[src/rtl/mem_block_copier_if.sv]
// Control and single-port memory bus of mem_block_copier; master = the copier, slave = CPU/memory side.
// With MEM_BLOCK_COPIER_CHECKSUM_EN defined the bundle also carries the running checksum.
// No backpressure: the memory port is combinational read, single-cycle write.
interface mem_block_copier_if #(
    parameter int LEN_W = 10
);
    logic             start;
    logic [31:0]      src_addr;
    logic [31:0]      dst_addr;
    logic [LEN_W-1:0] len;
    logic             busy;
    logic             done;
    logic             mem_write;
    logic [31:0]      mem_address;
    logic [31:0]      mem_write_data;
    logic [31:0]      mem_read_data;
`ifdef MEM_BLOCK_COPIER_CHECKSUM_EN
    logic [31:0]      checksum;

    modport master (
        input  start, src_addr, dst_addr, len, mem_read_data,
        output busy, done, mem_write, mem_address, mem_write_data, checksum
    );
    modport slave (
        output start, src_addr, dst_addr, len, mem_read_data,
        input  busy, done, mem_write, mem_address, mem_write_data, checksum
    );
`else
    modport master (
        input  start, src_addr, dst_addr, len, mem_read_data,
        output busy, done, mem_write, mem_address, mem_write_data
    );
    modport slave (
        output start, src_addr, dst_addr, len, mem_read_data,
        input  busy, done, mem_write, mem_address, mem_write_data
    );
`endif
endinterface

[src/rtl/mem_block_copier.sv]
// Word block copier owning the data-memory port while busy; optional checksum via MEM_BLOCK_COPIER_CHECKSUM_EN.
// Latency: 2 cycles per word (READ, WRITE) plus one DONE cycle; len=0 goes straight to DONE.
// No backpressure: start is sampled only in IDLE and ignored otherwise; memory is assumed always ready.
module mem_block_copier #(
    parameter int LEN_W = 10
) (
    input  logic               clk,
    input  logic               rst_n,
    mem_block_copier_if.master bus
);

    typedef enum logic [1:0] {
        ST_IDLE  = 2'd0,
        ST_READ  = 2'd1,
        ST_WRITE = 2'd2,
        ST_DONE  = 2'd3
    } state_t;

    state_t           state_q, state_d;
    logic [31:0]      src_q, src_d;
    logic [31:0]      dst_q, dst_d;
    logic [31:0]      buf_q, buf_d;
    logic [LEN_W-1:0] rem_q, rem_d;
`ifdef MEM_BLOCK_COPIER_CHECKSUM_EN
    logic [31:0]      csum_q, csum_d;
`endif

    always_ff @(posedge clk or negedge rst_n) begin
        if (!rst_n) begin
            state_q <= ST_IDLE;
            src_q   <= '0;
            dst_q   <= '0;
            buf_q   <= '0;
            rem_q   <= '0;
`ifdef MEM_BLOCK_COPIER_CHECKSUM_EN
            csum_q  <= '0;
`endif
        end else begin
            state_q <= state_d;
            src_q   <= src_d;
            dst_q   <= dst_d;
            buf_q   <= buf_d;
            rem_q   <= rem_d;
`ifdef MEM_BLOCK_COPIER_CHECKSUM_EN
            csum_q  <= csum_d;
`endif
        end
    end

    always_comb begin
        state_d = state_q;
        src_d   = src_q;
        dst_d   = dst_q;
        buf_d   = buf_q;
        rem_d   = rem_q;
`ifdef MEM_BLOCK_COPIER_CHECKSUM_EN
        csum_d  = csum_q;
`endif
        case (state_q)
            ST_IDLE: begin
                if (bus.start) begin
                    src_d = bus.src_addr & ~32'd3;
                    dst_d = bus.dst_addr & ~32'd3;
                    rem_d = bus.len;
`ifdef MEM_BLOCK_COPIER_CHECKSUM_EN
                    csum_d = '0;
`endif
                    state_d = (bus.len != '0) ? ST_READ : ST_DONE;
                end
            end
            ST_READ: begin
                buf_d   = bus.mem_read_data;
                state_d = ST_WRITE;
            end
            ST_WRITE: begin
                // Pointers wrap modulo 2^32; overlapping regions replicate by design.
                src_d = src_q + 32'd4;
                dst_d = dst_q + 32'd4;
                rem_d = rem_q - 1'b1;
`ifdef MEM_BLOCK_COPIER_CHECKSUM_EN
                csum_d = csum_q + buf_q;
`endif
                state_d = (rem_q == LEN_W'(1)) ? ST_DONE : ST_READ;
            end
            ST_DONE: begin
                state_d = ST_IDLE;
            end
            default: begin
                state_d = ST_IDLE;
            end
        endcase
    end

    // Outputs come from state and registers only, so reset kills mem_write at once.
    always_comb begin
        bus.busy           = 1'b0;
        bus.done           = 1'b0;
        bus.mem_write      = 1'b0;
        bus.mem_address    = '0;
        bus.mem_write_data = '0;
        case (state_q)
            ST_READ: begin
                bus.busy        = 1'b1;
                bus.mem_address = src_q;
            end
            ST_WRITE: begin
                bus.busy           = 1'b1;
                bus.mem_write      = 1'b1;
                bus.mem_address    = dst_q;
                bus.mem_write_data = buf_q;
            end
            ST_DONE: begin
                bus.done = 1'b1;
            end
            default: begin
                bus.busy = 1'b0;
            end
        endcase
    end

`ifdef MEM_BLOCK_COPIER_CHECKSUM_EN
    assign bus.checksum = csum_q;
`endif

endmodule

[src/flat_wrapper.sv]
// flat-port wrapper written by rule: the top's interface ports become plain ports
module mem_block_copier_flat 
#(
    parameter int LEN_W = 10
)
  (clk, rst_n, bus_start, bus_src_addr, bus_dst_addr, bus_len, bus_mem_read_data, bus_busy, bus_done, bus_mem_write, bus_mem_address, bus_mem_write_data);
  mem_block_copier_if #(.LEN_W(LEN_W)) bus_i ();
  input  logic clk;
  input  logic rst_n;
  input wire logic [$bits(bus_i.start)-1:0] bus_start;
  input wire logic [$bits(bus_i.src_addr)-1:0] bus_src_addr;
  input wire logic [$bits(bus_i.dst_addr)-1:0] bus_dst_addr;
  input wire logic [$bits(bus_i.len)-1:0] bus_len;
  input wire logic [$bits(bus_i.mem_read_data)-1:0] bus_mem_read_data;
  output wire logic [$bits(bus_i.busy)-1:0] bus_busy;
  output wire logic [$bits(bus_i.done)-1:0] bus_done;
  output wire logic [$bits(bus_i.mem_write)-1:0] bus_mem_write;
  output wire logic [$bits(bus_i.mem_address)-1:0] bus_mem_address;
  output wire logic [$bits(bus_i.mem_write_data)-1:0] bus_mem_write_data;
  assign bus_i.start = bus_start;
  assign bus_i.src_addr = bus_src_addr;
  assign bus_i.dst_addr = bus_dst_addr;
  assign bus_i.len = bus_len;
  assign bus_i.mem_read_data = bus_mem_read_data;
  assign bus_busy = bus_i.busy;
  assign bus_done = bus_i.done;
  assign bus_mem_write = bus_i.mem_write;
  assign bus_mem_address = bus_i.mem_address;
  assign bus_mem_write_data = bus_i.mem_write_data;
  mem_block_copier #(.LEN_W(LEN_W)) u_core (.clk(clk), .rst_n(rst_n), .bus(bus_i));
endmodule
[config.mk]
export PLATFORM = sky130hd
export DESIGN_NAME = mem_block_copier_flat
export DESIGN_NICKNAME = d
export VERILOG_FILES = /design/src/rtl/mem_block_copier_if.sv /design/src/rtl/mem_block_copier.sv /design/src/flat_wrapper.sv
export SDC_FILE = /design/constraint.sdc
export NUM_CORES = 1
export LEC_CHECK = 0
export CAP_MARGIN = 20
export CORE_MARGIN = 4
export CORE_UTILIZATION = 25
export CTS_BUF_LIST = sky130_fd_sc_hd__clkbuf_16
export DETAILED_ROUTE_END_ITERATION = 6
export PLACE_DENSITY = 0.45
export RECOVER_POWER = 50
export SYNTH_ARGS = -nofsm -noshare
export SYNTH_HDL_FRONTEND = slang
export SYNTH_SLANG_ARGS = --single-unit
[constraint.sdc]
create_clock -name clk -period 5.7 [get_ports clk]
set_clock_uncertainty 0.15 [all_clocks]
set_input_delay 0.57 -clock clk [delete_from_list [all_inputs] [get_ports clk]]
set_output_delay 0.57 -clock clk [all_outputs]
set_load 0.005 [all_outputs]
**Word-level counts from Yosys, hierarchy flattened**

Cells that the tools add are included.

- Bits in registers: 108
- Input port bits: 109
- Output and inout port bits: 67
- Word-level logic and storage cells: 33

- $add $sub $neg: 3
- Equal/unequal tests: 5
- Mux-type cells: 15
- Reduce and logical (&&, ||, !) cells: 5

Operators with widths:

| cell | number |
|---|---|
| one-hot mux 32 bit (2 select lines) | 3 |
| 2-to-1 mux 32 bit | 3 |
| adder 32 x 3 -> 32 bit, second input constant | 2 |
| one-hot mux 10 bit (2 select lines) | 1 |
| equality test 10 x 1 -> 1 bit, second input constant | 1 |
| 2-to-1 mux 10 bit | 1 |
| nonzero test 10 bit | 1 |
| subtractor 10 x 1 -> 10 bit, second input constant | 1 |
| one-hot mux 2 bit (4 select lines) | 1 |
| 2-to-1 mux 2 bit | 3 |
| equality test 2 bit, second input constant | 2 |
| 2-to-1 mux 1 bit | 3 |
| equality test 2 x 1 -> 1 bit, second input constant | 1 |
| zero test 2 bit | 1 |
| != test 2 bit, second input constant | 1 |
| AND reduction 2 bit | 1 |
| nonzero test 2 bit | 1 |
| OR reduction 2 bit | 1 |

**Longest topological paths before layout**

- Depth after elaboration: 4
- Depth in mapped cells: 9
- Gate-level depth less buffers: 7

**Least setup slack after synthesis**

OpenSTA, ideal clock, no wires.

- Path type: flip-flop to output port
- From: register u_core.state_q[0]
- To: output port bus_mem_write_data[0]
- Arrival time: 1.680 ns
- Data required time: 4.980 ns
- Path slack: 3.300 ns
- Stages on the path, launching flop included: 7
- Buffers on the path: 3
- Cells stage by stage: dfrtp_1 -> inv_1 -> ha_1 -> clkbuf_1 -> clkbuf_1 -> clkbuf_1 -> and2_1

- Word-level cells in the longest chain between the ends: 2

Ends and longest elaborated chain:

| item | line | RTL |
|---|---|---|
| start: declaration | mem_block_copier.sv:19 | `state_t state_q, state_d;` |
| start signal: assignment | mem_block_copier.sv:39 | `state_q <= state_d;` |
| equality test 2 bit | mem_block_copier.sv:101 | `case (state_q)` |
| 2-to-1 mux 32 bit | mem_block_copier.sv:101 |  |
| end: declaration | flat_wrapper.sv:19 | `output wire logic [$bits(bus_i.mem_write_data)-1:0] bus_mem_write_data;` |

Every way passes these cells.

**Worst setup path in the final report**

- From: register u_core.state_q[1]
- To: output port bus_mem_address[5]

- Word-level cells in the longest chain between the ends: 2
- Elaborated cells between the ends (all ways): 3
- Classes of those cells: 2 x eq/ne; 1 x mux

Ends and longest elaborated chain:

| item | line | RTL |
|---|---|---|
| equality test 2 bit or equality test 2 x 1 -> 1 bit (tied branches) | mem_block_copier.sv:101 |  |
| one-hot mux 32 bit (2 select lines) (*) | mem_block_copier.sv:101 |  |
| end: declaration | flat_wrapper.sv:18 | `output wire logic [$bits(bus_i.mem_address)-1:0] bus_mem_address;` |

Every way passes the cells marked *; elsewhere a longest branch is shown, timed or not.

==> reports/summary.txt <==
Worst Max-Slew Pin Slew: 2.08 ns
initial antenna violation count: 2
max_cap viols: 3
clk_lat worst skew: 0.36 ns
DR WL/cell: 19.0 microns
Port Buffers: 169
via density per instance: 5.09
Final Power: 0.00485 W
Seq/Total Area, Yosys: 40.5%
Hold Buf Count CTS: 0
status: complete, but fails checks
total grt overflow: 0
clk buf depth: 2
layout cells sized above 1: 8.02%
clock share of power: 15.0%
Critical Path Sink Type: output pin
#FFs+latches synth: 104
DR iter-0 viols: 398
worst r2r src: u_core.state_q[1]$_DFFE_PN0P_
setup TNS: 0 ns
post_cts resized: 0
Hold/Removal Path Class: reg -> reg
core area: 25300 sq um
crit-path max FO: 32
nets: 973
DRC Markers: 0
GP Congestion: 0.767
Main synth FF type: dfrtp_1
CTS H-tree lvls: 3
Cell Pwr Density: 555 nW/um^2
most frequent cells in the layout: clkdlybuf4s50_1, dfrtp_1, a21oi_1
Die W: 168 microns
Setup crit start kind: flop
post-DP HPWL: 15.7 mm
EDFF count, synth: 0
Crit-path slowest cell: ha_1
Worst Setup SP: u_core.state_q[1]$_DFFE_PN0P_
Worst R2R Setup Slack: 1.88 ns
Final Max Tran Viols: 110
largest net degree at the start of global routing: 70
CTS Buf Count: 9
crit path kind: reg -> out
async set or reset register ratio after synthesis: 100%
Post-Synthesis Cells: 718
Comb power frac: 52.0%
min-delay src: u_core.buf_q[24]$_DFFE_PN0N_
Netlist cell types: 56
Final Hold Vio Count: 0
first-pass GRT wire length: 35.7 mm
synthesis-to-layout area growth: 35.8%
Critical Path RT: 4.98 ns
minimum clock period: 3.85 ns
leakage: 3.34 nW
CP arrival: 3.13 ns
die height: 168 microns
Critical Path, Cell by Cell: inv_1 -> ha_1 -> nand2_1 -> a21boi_0 -> clkdlybuf4s50_1
Achievable Freq: 260 MHz
CTS Sinks: 104
via count: 6062
post-CTS setup buffer count: 0
die footprint: 28400 sq um
RSZ-0062 raised after global routing: false
Pre-antenna DRT Iters: 5
root buffer selected by CTS: clkbuf_16
most common cell after layout, fill and taps aside: clkdlybuf4s50_1
Top Ports: 176
P_int: 0.00278 W
Psw: 0.00207 W
yosys warns: 0
row cnt: 58
Rel. slew slack: -38.9%
Seq pwr share: 33.0%
sw frac: 42.7%
crit-path max cell delay: 1.16 ns
failing checks: capacitance limit, slew limit
vias in the first global route: 6061
Final setup viols: 0
CTS tree: done
maximum VDD drop: 241 uV
ANT nets after route: 0
period utilization: 67.5%
Worst-path clk slew: 0.08 ns
Avg Inst Size Synth: 8.96 sq um
GRT Total Usage: 15.8%
final wirelength: 22.7 mm
cell area after synthesis: 6430 sq um
Initial Util: 25.5%
## area by class of cell
cell class / instances / area [sq um]
timing repair buffer: 184 / 1810
fill: 2617 / 16500
antenna: 1 / 2.50
tap: 330 / 413
clock inverter: 6 / 109
sequential: 104 / 2600
multi-input combinational: 539 / 3500
inverter: 18 / 67.6
clock buffer: 9 / 225
## path summary, 6_finish.rpt
| check | to | depth (start not counted) |
|---|---|---|
| max in group asynchronous | u_core.dst_q[25]$_DFFE_PN0P_ | 3 |
| min in group asynchronous | u_core.buf_q[24]$_DFFE_PN0N_ | 2 |
| worst max-delay path | bus_mem_address[5] | 5 |
| worst max register to register | u_core.buf_q[2]$_DFFE_PN0N_ | 4 |
| worst min register to register | u_core.buf_q[24]$_DFFE_PN0N_ | 1 |
| worst min-delay path | u_core.buf_q[24]$_DFFE_PN0N_ | 1 |
## registers in the layout, indices dropped and copies added, names as in the netlist
signal          count
u_core.buf_q       32
u_core.state_q      2
u_core.src_q       30
u_core.rem_q       10
u_core.dst_q       30
## kinds of logic (layout without fill, tap and decap cells)
logic type               after synthesis  in the layout  synth area share [%]
multiplexers                          53             53                  8.89
AO/OA/AOI/OAI                        219            219                  21.6
adder cells (fa/ha/maj)                8              8                  1.56
other                                  1              3                0.0583
AND/OR/NAND/NOR                      257            257                  22.2
buffers and inverters                 76            217                  5.29
flip-flops                           104            104                  40.5
## power by group through the flow
stage	clock, W	combinational, W	sequential [W]
after global placement	0	0.00255	0.00160
after CTS	0.000756	0.00257	0.00159
after detailed placement	0	0.00256	0.00161
after global routing	0.000780	0.00280	0.00168
after floorplan	0	0.00170	0.00142
final	0.000729	0.00252	0.00160
## critical path: cells and delay by family (launching register included)
family | cells | cell delay, ns
buffers and inverters | 2 | 0.68
AO/OA/AOI/OAI | 1 | 0.34
adder cells (fa/ha/maj) | 1 | 1.16
AND/OR/NAND/NOR | 1 | 0.14
flip-flops | 1 | 0.46
## Yosys cell counts (all sizes together), types with 3 or more instances
master   instances  share of area (%)
a21o             3               0.35
clkbuf          40                2.4
or3              5               0.49
inv             18                1.1
mux2i           20                3.1
a32oi            3               0.41
o22ai           36                3.5
a21oi           65                5.1
nand3           38                3.0
nor4             8                1.1
nand4           17                1.8
a22oi           31                3.6
nor3            15                1.2
or4              4               0.53
o2bb2ai          5               0.78
mux2            33                5.8
buf             18                1.8
and3            21                2.0
ha               8                1.6
nand2           49                2.9
o211ai           5               0.58
nor4b            3               0.51
a311oi           4               0.54
and2            35                3.4
nor2            26                1.5
o311ai           4               0.54
and4             6               0.82
nor2b           28                2.7
dfrtp          104                 40
o21ai           35                2.7
a31oi            5               0.49
o31ai            8               0.93
## stage by stage
step           util (%)  hold slack (ns)  cells  area [sq um]  setup slack [ns]
4_1_cts            34.5            0.250   1188          8720              2.08
3_5_place_dp       33.2            0.339   1173          8390              2.50
5_1_grt            34.6            0.368   1191          8730              1.51
6_report           34.6            0.354   1191          8730              1.85
3_3_place_gp       33.2            0.334   1173          8390              2.49
2_1_floorplan         -            0.124    719          6430              3.30
## per-layer routing
layer / vias to the layer above / GRT usage, % / wire, microns
met3: 12 / 2.39 / 830
met2: 131 / 26.3 / 11000
met1: 2967 / 21.9 / 10600
met4: 2 / 3.21 / 227
li1: 2950 / - / -
met5: - / 0 / 7
(Power assumes the default switching activity.)
